## src/rtl/seg7_scan_driver.sv

```systemverilog
// Multiplexed multi-digit 7-segment driver: prescaled digit scan, anti-ghost guard,
// leading-zero blanking, dash for non-BCD codes, and frame-synchronous display updates.
module seg7_scan_driver #(
  parameter int unsigned DIGITS      = 4,
  parameter int unsigned REFRESH_DIV = 1000,
  parameter int unsigned GUARD       = 2,
  parameter bit          ACTIVE_LOW  = 1'b1
) (
  input  logic                  clk,
  input  logic                  rst,
  input  logic                  load,
  input  logic [4*DIGITS-1:0]   bcd_in,
  input  logic [DIGITS-1:0]     dp_in,
  input  logic                  blank_lz,
  output logic [6:0]            seg,
  output logic                  dp,
  output logic [DIGITS-1:0]     an,
  output logic                  frame_done
);

  localparam int unsigned CW = $clog2(REFRESH_DIV);
  localparam int unsigned IW = $clog2(DIGITS);

  logic [CW-1:0]       cnt;
  logic [IW-1:0]       idx;
  logic [4*DIGITS-1:0] display, pending;
  logic [DIGITS-1:0]   disp_dp, pend_dp;
  logic                pend_flag;

  logic                slot_end, wrap, on, blank;
  logic [3:0]          nib;
  logic [6:0]          dec, seg_l;
  logic                dp_l;
  logic [DIGITS-1:0]   an_l;

  assign slot_end = (cnt == CW'(REFRESH_DIV - 1));
  assign wrap     = slot_end && (idx == IW'(DIGITS - 1));
  assign on       = (cnt >= CW'(GUARD));
  assign nib      = display[4*idx +: 4];

  always_comb begin
    unique case (nib)
      4'd0:    dec = 7'h7E;
      4'd1:    dec = 7'h30;
      4'd2:    dec = 7'h6D;
      4'd3:    dec = 7'h79;
      4'd4:    dec = 7'h33;
      4'd5:    dec = 7'h5B;
      4'd6:    dec = 7'h5F;
      4'd7:    dec = 7'h70;
      4'd8:    dec = 7'h7F;
      4'd9:    dec = 7'h7B;
      default: dec = 7'h01;
    endcase
  end

  // Digit i is blanked when it and every more-significant nibble are zero; digit 0 never is.
  always_comb begin
    logic all_zero;
    blank    = 1'b0;
    all_zero = 1'b1;
    for (int i = DIGITS - 1; i >= 1; i--) begin
      all_zero = all_zero && (display[4*i +: 4] == 4'd0);
      if (idx == IW'(i)) blank = all_zero;
    end
  end

  always_comb begin
    seg_l = (on && !(blank_lz && blank)) ? dec : 7'h00;
    dp_l  = on && disp_dp[idx];
    an_l  = on ? (DIGITS'(1) << idx) : '0;
  end

  always_ff @(posedge clk or posedge rst) begin
    if (rst) begin
      cnt        <= '0;
      idx        <= '0;
      display    <= '0;
      disp_dp    <= '0;
      pending    <= '0;
      pend_dp    <= '0;
      pend_flag  <= 1'b0;
      seg        <= {7{ACTIVE_LOW}};
      dp         <= ACTIVE_LOW;
      an         <= {DIGITS{ACTIVE_LOW}};
      frame_done <= 1'b0;
    end else begin
      cnt <= slot_end ? '0 : cnt + CW'(1);
      if (slot_end) idx <= (idx == IW'(DIGITS - 1)) ? '0 : idx + IW'(1);
      // Transfer uses the pending value from before this edge, so a coinciding load waits a frame.
      if (wrap && pend_flag) begin
        display <= pending;
        disp_dp <= pend_dp;
      end
      if (load) begin
        pending   <= bcd_in;
        pend_dp   <= dp_in;
        pend_flag <= 1'b1;
      end else if (wrap) begin
        pend_flag <= 1'b0;
      end
      seg        <= seg_l ^ {7{ACTIVE_LOW}};
      dp         <= dp_l ^ ACTIVE_LOW;
      an         <= an_l ^ {DIGITS{ACTIVE_LOW}};
      frame_done <= wrap;
    end
  end

endmodule

```

## config.mk

```make
export PLATFORM = sky130hd
export DESIGN_NAME = seg7_scan_driver
export DESIGN_NICKNAME = d
export VERILOG_FILES = /design/src/rtl/seg7_scan_driver.sv
export SDC_FILE = /design/constraint.sdc
export NUM_CORES = 1
export LEC_CHECK = 0
export CORE_UTILIZATION = 50
export CTS_CLUSTER_SIZE = 24
export DETAILED_ROUTE_END_ITERATION = 12
export GPL_ROUTABILITY_DRIVEN = 0
export PLACE_DENSITY = 0.8
export SYNTH_ARGS = -nofsm -noshare
export SYNTH_HDL_FRONTEND = slang
export SYNTH_SLANG_ARGS = --single-unit
```

## constraint.sdc

```tcl
create_clock -name clk -period 2.6 [get_ports clk]
set_input_delay 0.52 -clock clk [delete_from_list [all_inputs] [get_ports clk]]
set_output_delay 0.52 -clock clk [all_outputs]
set_load 0.01 [all_outputs]
```

==> results.md <==
* Crit start category: flip-flop
* R2R Path End: seg[4]
* Count of pins over their slew limit at 0
* Hold_buf cts at 0
* WP data arrival at 2380 ps
* Initial antenna violation count at 0
* CP Class: flip-flop to flip-flop
* Vias in the first global route at 1783
* Register area at 1670 sq um
* DRC Markers at 0
* Final Hold Fails at 0
* Yosys warning count at 0
* Clock root buffer: clkbuf_8
* Nets at 299
* Port Buffer Count at 36
* Iter 0 DRT Violations at 51
* Main combinational cell family by area after synthesis: multiplexers
* Met3 Use GR at 4.37%
* Logic pwr share at 4.8%
* Utilization after layout at 63.8%
* Clock share of power at 42.5%
* RSZ-0062 raised after global routing: no
* H-tree levels at 3
* Min-delay worst type: flip-flop to flip-flop
* Worst skew pair latency at 340 ps
* Power Dens Cells at 570 nW/um^2
* Post-Layout Cell Count at 341
* Gr busiest metal: met2
* CTS resizes at 0
* Placed Cells at 325
* Internal at 1.59 mW
* Met1 Use GR at 25.8%
* Pin count of the biggest net entering global routing at 67
* Crit path max fanout at 9
* Simple-Gate Fraction of Synth Area at 9.65%
* Synth Area per Inst at 13.2 sq um
* Worst vdd ir at 0.000523 V
* WP data required at 2870 ps
* Reg2reg path depth at 6
* First-pass GRT wire length at 8650 microns
* Antenna viol nets, final at 0
* Synth Area in XOR/XNOR at 1.48%
* Area of the multi-input gates at 1170 sq um
* Leakage at 1.64 nW
* Worst r2r src: idx[0]
* Max clock buf depth at 2
* Hold Startpoint: pend_flag
* Cells after Synth at 224
* WL per Instance at 14.1 microns
* Mapped cell area at 2960 sq um
* Ports at 37
* Mapped Nets at 259
* Period utilization at 81.0%
* Met2 Usage GRT at 27.2%
* Register area share after synthesis at 56.4%
* Total number of vias at 1789
* Most common library cells after synthesis: 54 x dfrtp_1, 20 x mux2_1, 20 x mux2_2, 13 x inv_1, 12 x dfstp_2
* Seq pwr share at 52.7%
* Vias/cell at 5.25
* R2R Setup Slk at 490 ps
* Num Clock Sinks at 66
* Setup crit end kind: flip-flop
* Maxcap violations at 0
* Setup TNS at 0 ps
* Synth Area in Adders at 4.66%
* Sw Ratio at 22.1%
* Share of cells above drive strength 1 at 21.6%
* Die Height at 78.9 microns
* Area Overhead vs Synth at 21.0%
* Max_slew headroom at 70.1%
* HPWL Detailed at 3230 microns
* Post-CTS Repair Setup Buffers at 0
* Switch Pwr at 0.451 mW
* Tmin final at 2110 ps
* Total Routing Usage GR at 18.9%
* Hold Path Depth at 1
* Hold slack at 479 ps
* Outcome: complete, no violations
* Ranking of synthesized cells by area: dfrtp_1 46%, dfstp_2 11%, mux2_1 7.6%, mux2_2 7.6%, ha_1 4.7%
* Core Area at 5610 sq um
* Cell Rows at 27
* Ys flop type: dfrtp_1
* Full die area at 6220 sq um
* Worst-path clk slew at 70 ps
* Endpoint of the worst hold path: pend_flag
* Asr flop ratio synth at 100%
* Starting Density at 52.7%
* Die Span X at 78.9 microns
* Most instantiated library cell after synthesis: dfrtp_1
* Final setup vio count at 0
* Seq cells post-synth at 66
* CTS Buf Count at 9
* EDFF count, synth at 0
* Antenna diodes at 0
* Peak Freq at 475 MHz
* Total congestion overflow at 0
* Biggest area consumer among synthesized cells: dfrtp_1
* Worst Setup SP: idx[0]
* CTS tree: built
* Slew of the pin with the lowest slew margin at 447 ps
* Netlist cell types at 35
* Final Skew at 8.93 ps
* DRT Pass-1 Iters at 4
* DRT Wirelength at 4800 microns
* Fraction of synthesized area in multiplexers at 19.3%
* Yosys top cell area share at 45.7%
* Fillers at 462
* Compound-Gate Fraction of Synth Area at 4.36%
==> layout make-up <==
class                           count  share of cell area, %
Tap cell                           72                   2.52
Timing Repair Buffer               40                   11.3
Inverter                           13                   1.36
Clock buffer                       10                   3.85
Clock inverter                      6                   1.85
Sequential cell                    66                   46.6
Multi-Input combinational cell    134                   32.6
==> metrics by stage <==
stage	setup slack, ps	power, mW	instance area, sq um
floorplan	445	1.14	2960
global placement	574	1.19	3370
detailed placement	515	1.19	3370
CTS	488	2.07	3580
global route	348	2.13	3580
finish	493	2.04	3580
==> cells by family (layout without fill, tap and decap cells) <==
logic type,after synthesis,in the layout
buffers and inverters,24,69
flip-flops,66,66
AO/OA/AOI/OAI,22,22
adder cells (fa/ha/maj),11,11
AND/OR/NAND/NOR,51,51
multiplexers,45,45
XOR/XNOR,5,5
==> per-layer routing <==
| metal | wire length [microns] | vias to the layer above | share of wire (%) |
|---|---|---|---|
| li1 | - | 868 | - |
| met1 | 2320 | 873 | 48 |
| met2 | 2160 | 37 | 45 |
| met3 | 169 | 11 | 3.5 |
| met4 | 146 | 0 | 3.0 |
| met5 | 0 | - | 0 |
==> cells in the final DEF (no fill, tap or decap), types with 4 or more instances in the layout <==
cell type         n
a21oi_1           4
nand3_1           8
nand2_1          10
or3_1             4
clkdlybuf4s50_1  36
nor4_1            5
mux2_1           20
mux2_2           20
clkbuf_8         10
dfstp_2          12
ha_1             11
o21ai_0           9
dfrtp_1          54
nor2_1            9
inv_1            12
==> critical path, cell delays in order, from the launching register on <==
cell and delay [ps]:
dfrtp_1 570, mux4_1 670, inv_1 140, ha_1 150, inv_1 50, or3_1 360
nand4_1 90
==> registers in the layout, indices dropped and copies added (netlist names) <==
signal,flops
seg,7
display,16
cnt,10
pend_flag,1
disp_dp,4
an,4
dp,1
pending,16
frame_done,1
pend_dp,4
idx,2
==> power groups by stage <==
stage / Clock [mW] / Combinational [mW] / Sequential (mW)
4_1_cts: 0.895 / 0.100 / 1.07
3_5_place_dp: 0 / 0.0998 / 1.09
5_1_grt: 0.944 / 0.110 / 1.08
3_3_place_gp: 0 / 0.0981 / 1.09
2_1_floorplan: 0 / 0.0525 / 1.09
6_report: 0.866 / 0.0977 / 1.07
==> worst max-delay path by stage <==
stage	cells after the start	slack (ps)	endpoint
3_3_place_gp	6	570	seg[4]
5_1_grt	6	350	seg[4]
2_1_floorplan	1	450	cnt[0]
3_5_place_dp	6	520	seg[4]
6_report	6	490	seg[4]
4_1_cts	6	490	seg[4]
(Power assumes the default switching activity.)
==> edit: new RTL, same settings <==
Reset style: synchronous (`rst`), changed in one clocked block.
--- a/src/rtl/seg7_scan_driver.sv
+++ b/src/rtl/seg7_scan_driver.sv
@@ -72,5 +72,5 @@
   end
 
-  always_ff @(posedge clk or posedge rst) begin
+  always_ff @(posedge clk) begin
     if (rst) begin
       cnt        <= '0;
Function: differs if rst is asserted again (counterexample within 4 cycles, from zero or initial values and one cycle with rst high); with rst held inactive, the same outputs for 10 cycles.
==> edit against the unedited design <==
Die area decreased by 8.3%. Setup slack improved by 0.0024 ns. Total power decreased by 0.12%. Design area down 7.7%. Sequential power barely moved. Synthesized area is 8.5% lower. Routed wire length increased by 1.2%. Sequential cell count unchanged. Via count increased by 16%. Combinational power rose by 48%. Count of clock-buffer cells in the layout increased by 1. Highest routed layer unchanged.
==> edit: results (changes against the unedited design) <==
min-delay src=display[2]; register share of total power=52.3% (-0.4 points); Vias/cell=5.162 (-1.6%); WHS=0.4560 ns (-0.02339 ns); Cells on Worst Hold Path=2 (+1); Synth area leaders=dfxtp_1 49%, mux2i_1 7.8%, nand2_1 7.4%, ha_1 5.1%, nor2_1 4.9%; Slew headroom=70.05% (-0.071 points); Clock Skew=0.007511 ns (-0.001419 ns); Distinct cells, synth=36 (+2.9%); RR Endpoint=seg[4]; combinational group share of total power=7.1% (+2.3 points); largest net degree at the start of global routing=46 (-31%); WHS Endpoint=display[2]; average routed wire per standard cell=12.08 um (-14%); Sw Share=20.77% (-1.3 points); status=finished, final reports clean; number of global-route vias before repair=1826 (+2.4%); Filler cells=421 (-8.9%); post-synthesis sequential area ratio=48.87% (-7.5 points); wire length of the first global-routing pass=8183 um (-5.3%); Max VDD drop=358.3 uV (-31%); Commonest cells post-synth=66 x dfxtp_1, 53 x nand2_1, 35 x nor2_1, 23 x a21oi_1, 21 x mux2i_1; Non-Filler Instances=402 (+18%); adder-cell share of the synthesized area=5.090% (+0.44 points); FFs w/ async S/R, synth=0% (-100 points); Reg-to-Reg Start=idx[0]; DRT iter0 DRCs=65 (+27%); GR Util All Layers=19.24% (+0.34 points); Cell Count Post-Placement=388 (+19%); CTS max path bufs=2 (unchanged); cells after synthesis=294 (+31%); seq pwr=1070 uW (about the same); hpwl dp=3440 um (+6.6%); post-synthesis mux area share=12.08% (-7.2 points); Worst Path Max Fanout=10 (+1); Synth Area in XOR/XNOR=2.267% (+0.79 points); layout cell share with drive strength beyond 1=8.133% (-13 points); final net count=364 (+22%); syn_nets=329 (+27%)
## edit: cell count changes after synthesis, sizes merged, moves of 21 or more
cell,before,now
mux2,40,0
dfxtp,0,66
nand2,10,53
dfrtp,54,0
nor2,9,35
mux2i,0,21
## edit: worst max path at each step
stage          slack [ns]    from      to  cells past startpoint
2_1_floorplan        0.73  idx[0]  seg[4]                      7
3_5_place_dp         0.50  idx[0]  seg[4]                      6
5_1_grt              0.38  idx[0]  seg[4]                      6
6_report             0.50  idx[0]  seg[4]                      6
3_3_place_gp         0.57  idx[0]  seg[4]                      6
4_1_cts              0.49  idx[0]  seg[4]                      6
## edit: cells by family after synthesis
| group | Yosys count |
|---|---|
| fa+ha+maj | 11 |
| mux | 26 |
| buf+inv | 27 |
| xor+xnor | 7 |
| simple gates | 124 |
| flops | 66 |
| compound gates | 33 |
## edit: critical path, stage by stage, from the launching register on
cell and delay [ns]:
dfxtp_1 0.58, mux4_1 0.68, inv_1 0.14, ha_1 0.16, inv_1 0.04, or3_1 0.36
nand4_1 0.09
## edit: through the flow
step                      area [sq um]  setup WS [ns]
final                             3304         0.4956
after global routing              3304         0.3841
after CTS                         3304         0.4895
after detailed placement          3113         0.5012
after global placement            3113         0.5693
after floorplan                   2704         0.7303
## edit: area by class of cell
| class | instances | share of cell area (%) |
|---|---|---|
| clock buffer | 11 | 4.582 |
| clock inverter | 3 | 1.212 |
| inverter | 10 | 1.136 |
| multi-input combinational | 201 | 38.39 |
| sequential | 66 | 39.98 |
| tap | 70 | 2.651 |
| timing repair buffer | 41 | 12.04 |
## edit: routing by layer
layer	share of wire, %	GRT usage [%]	wire, um
met5	0	0	0
met3	3.2	3.968	155
met2	45	29.56	2184
met1	49	25.42	2391
met4	2.6	10.70	124
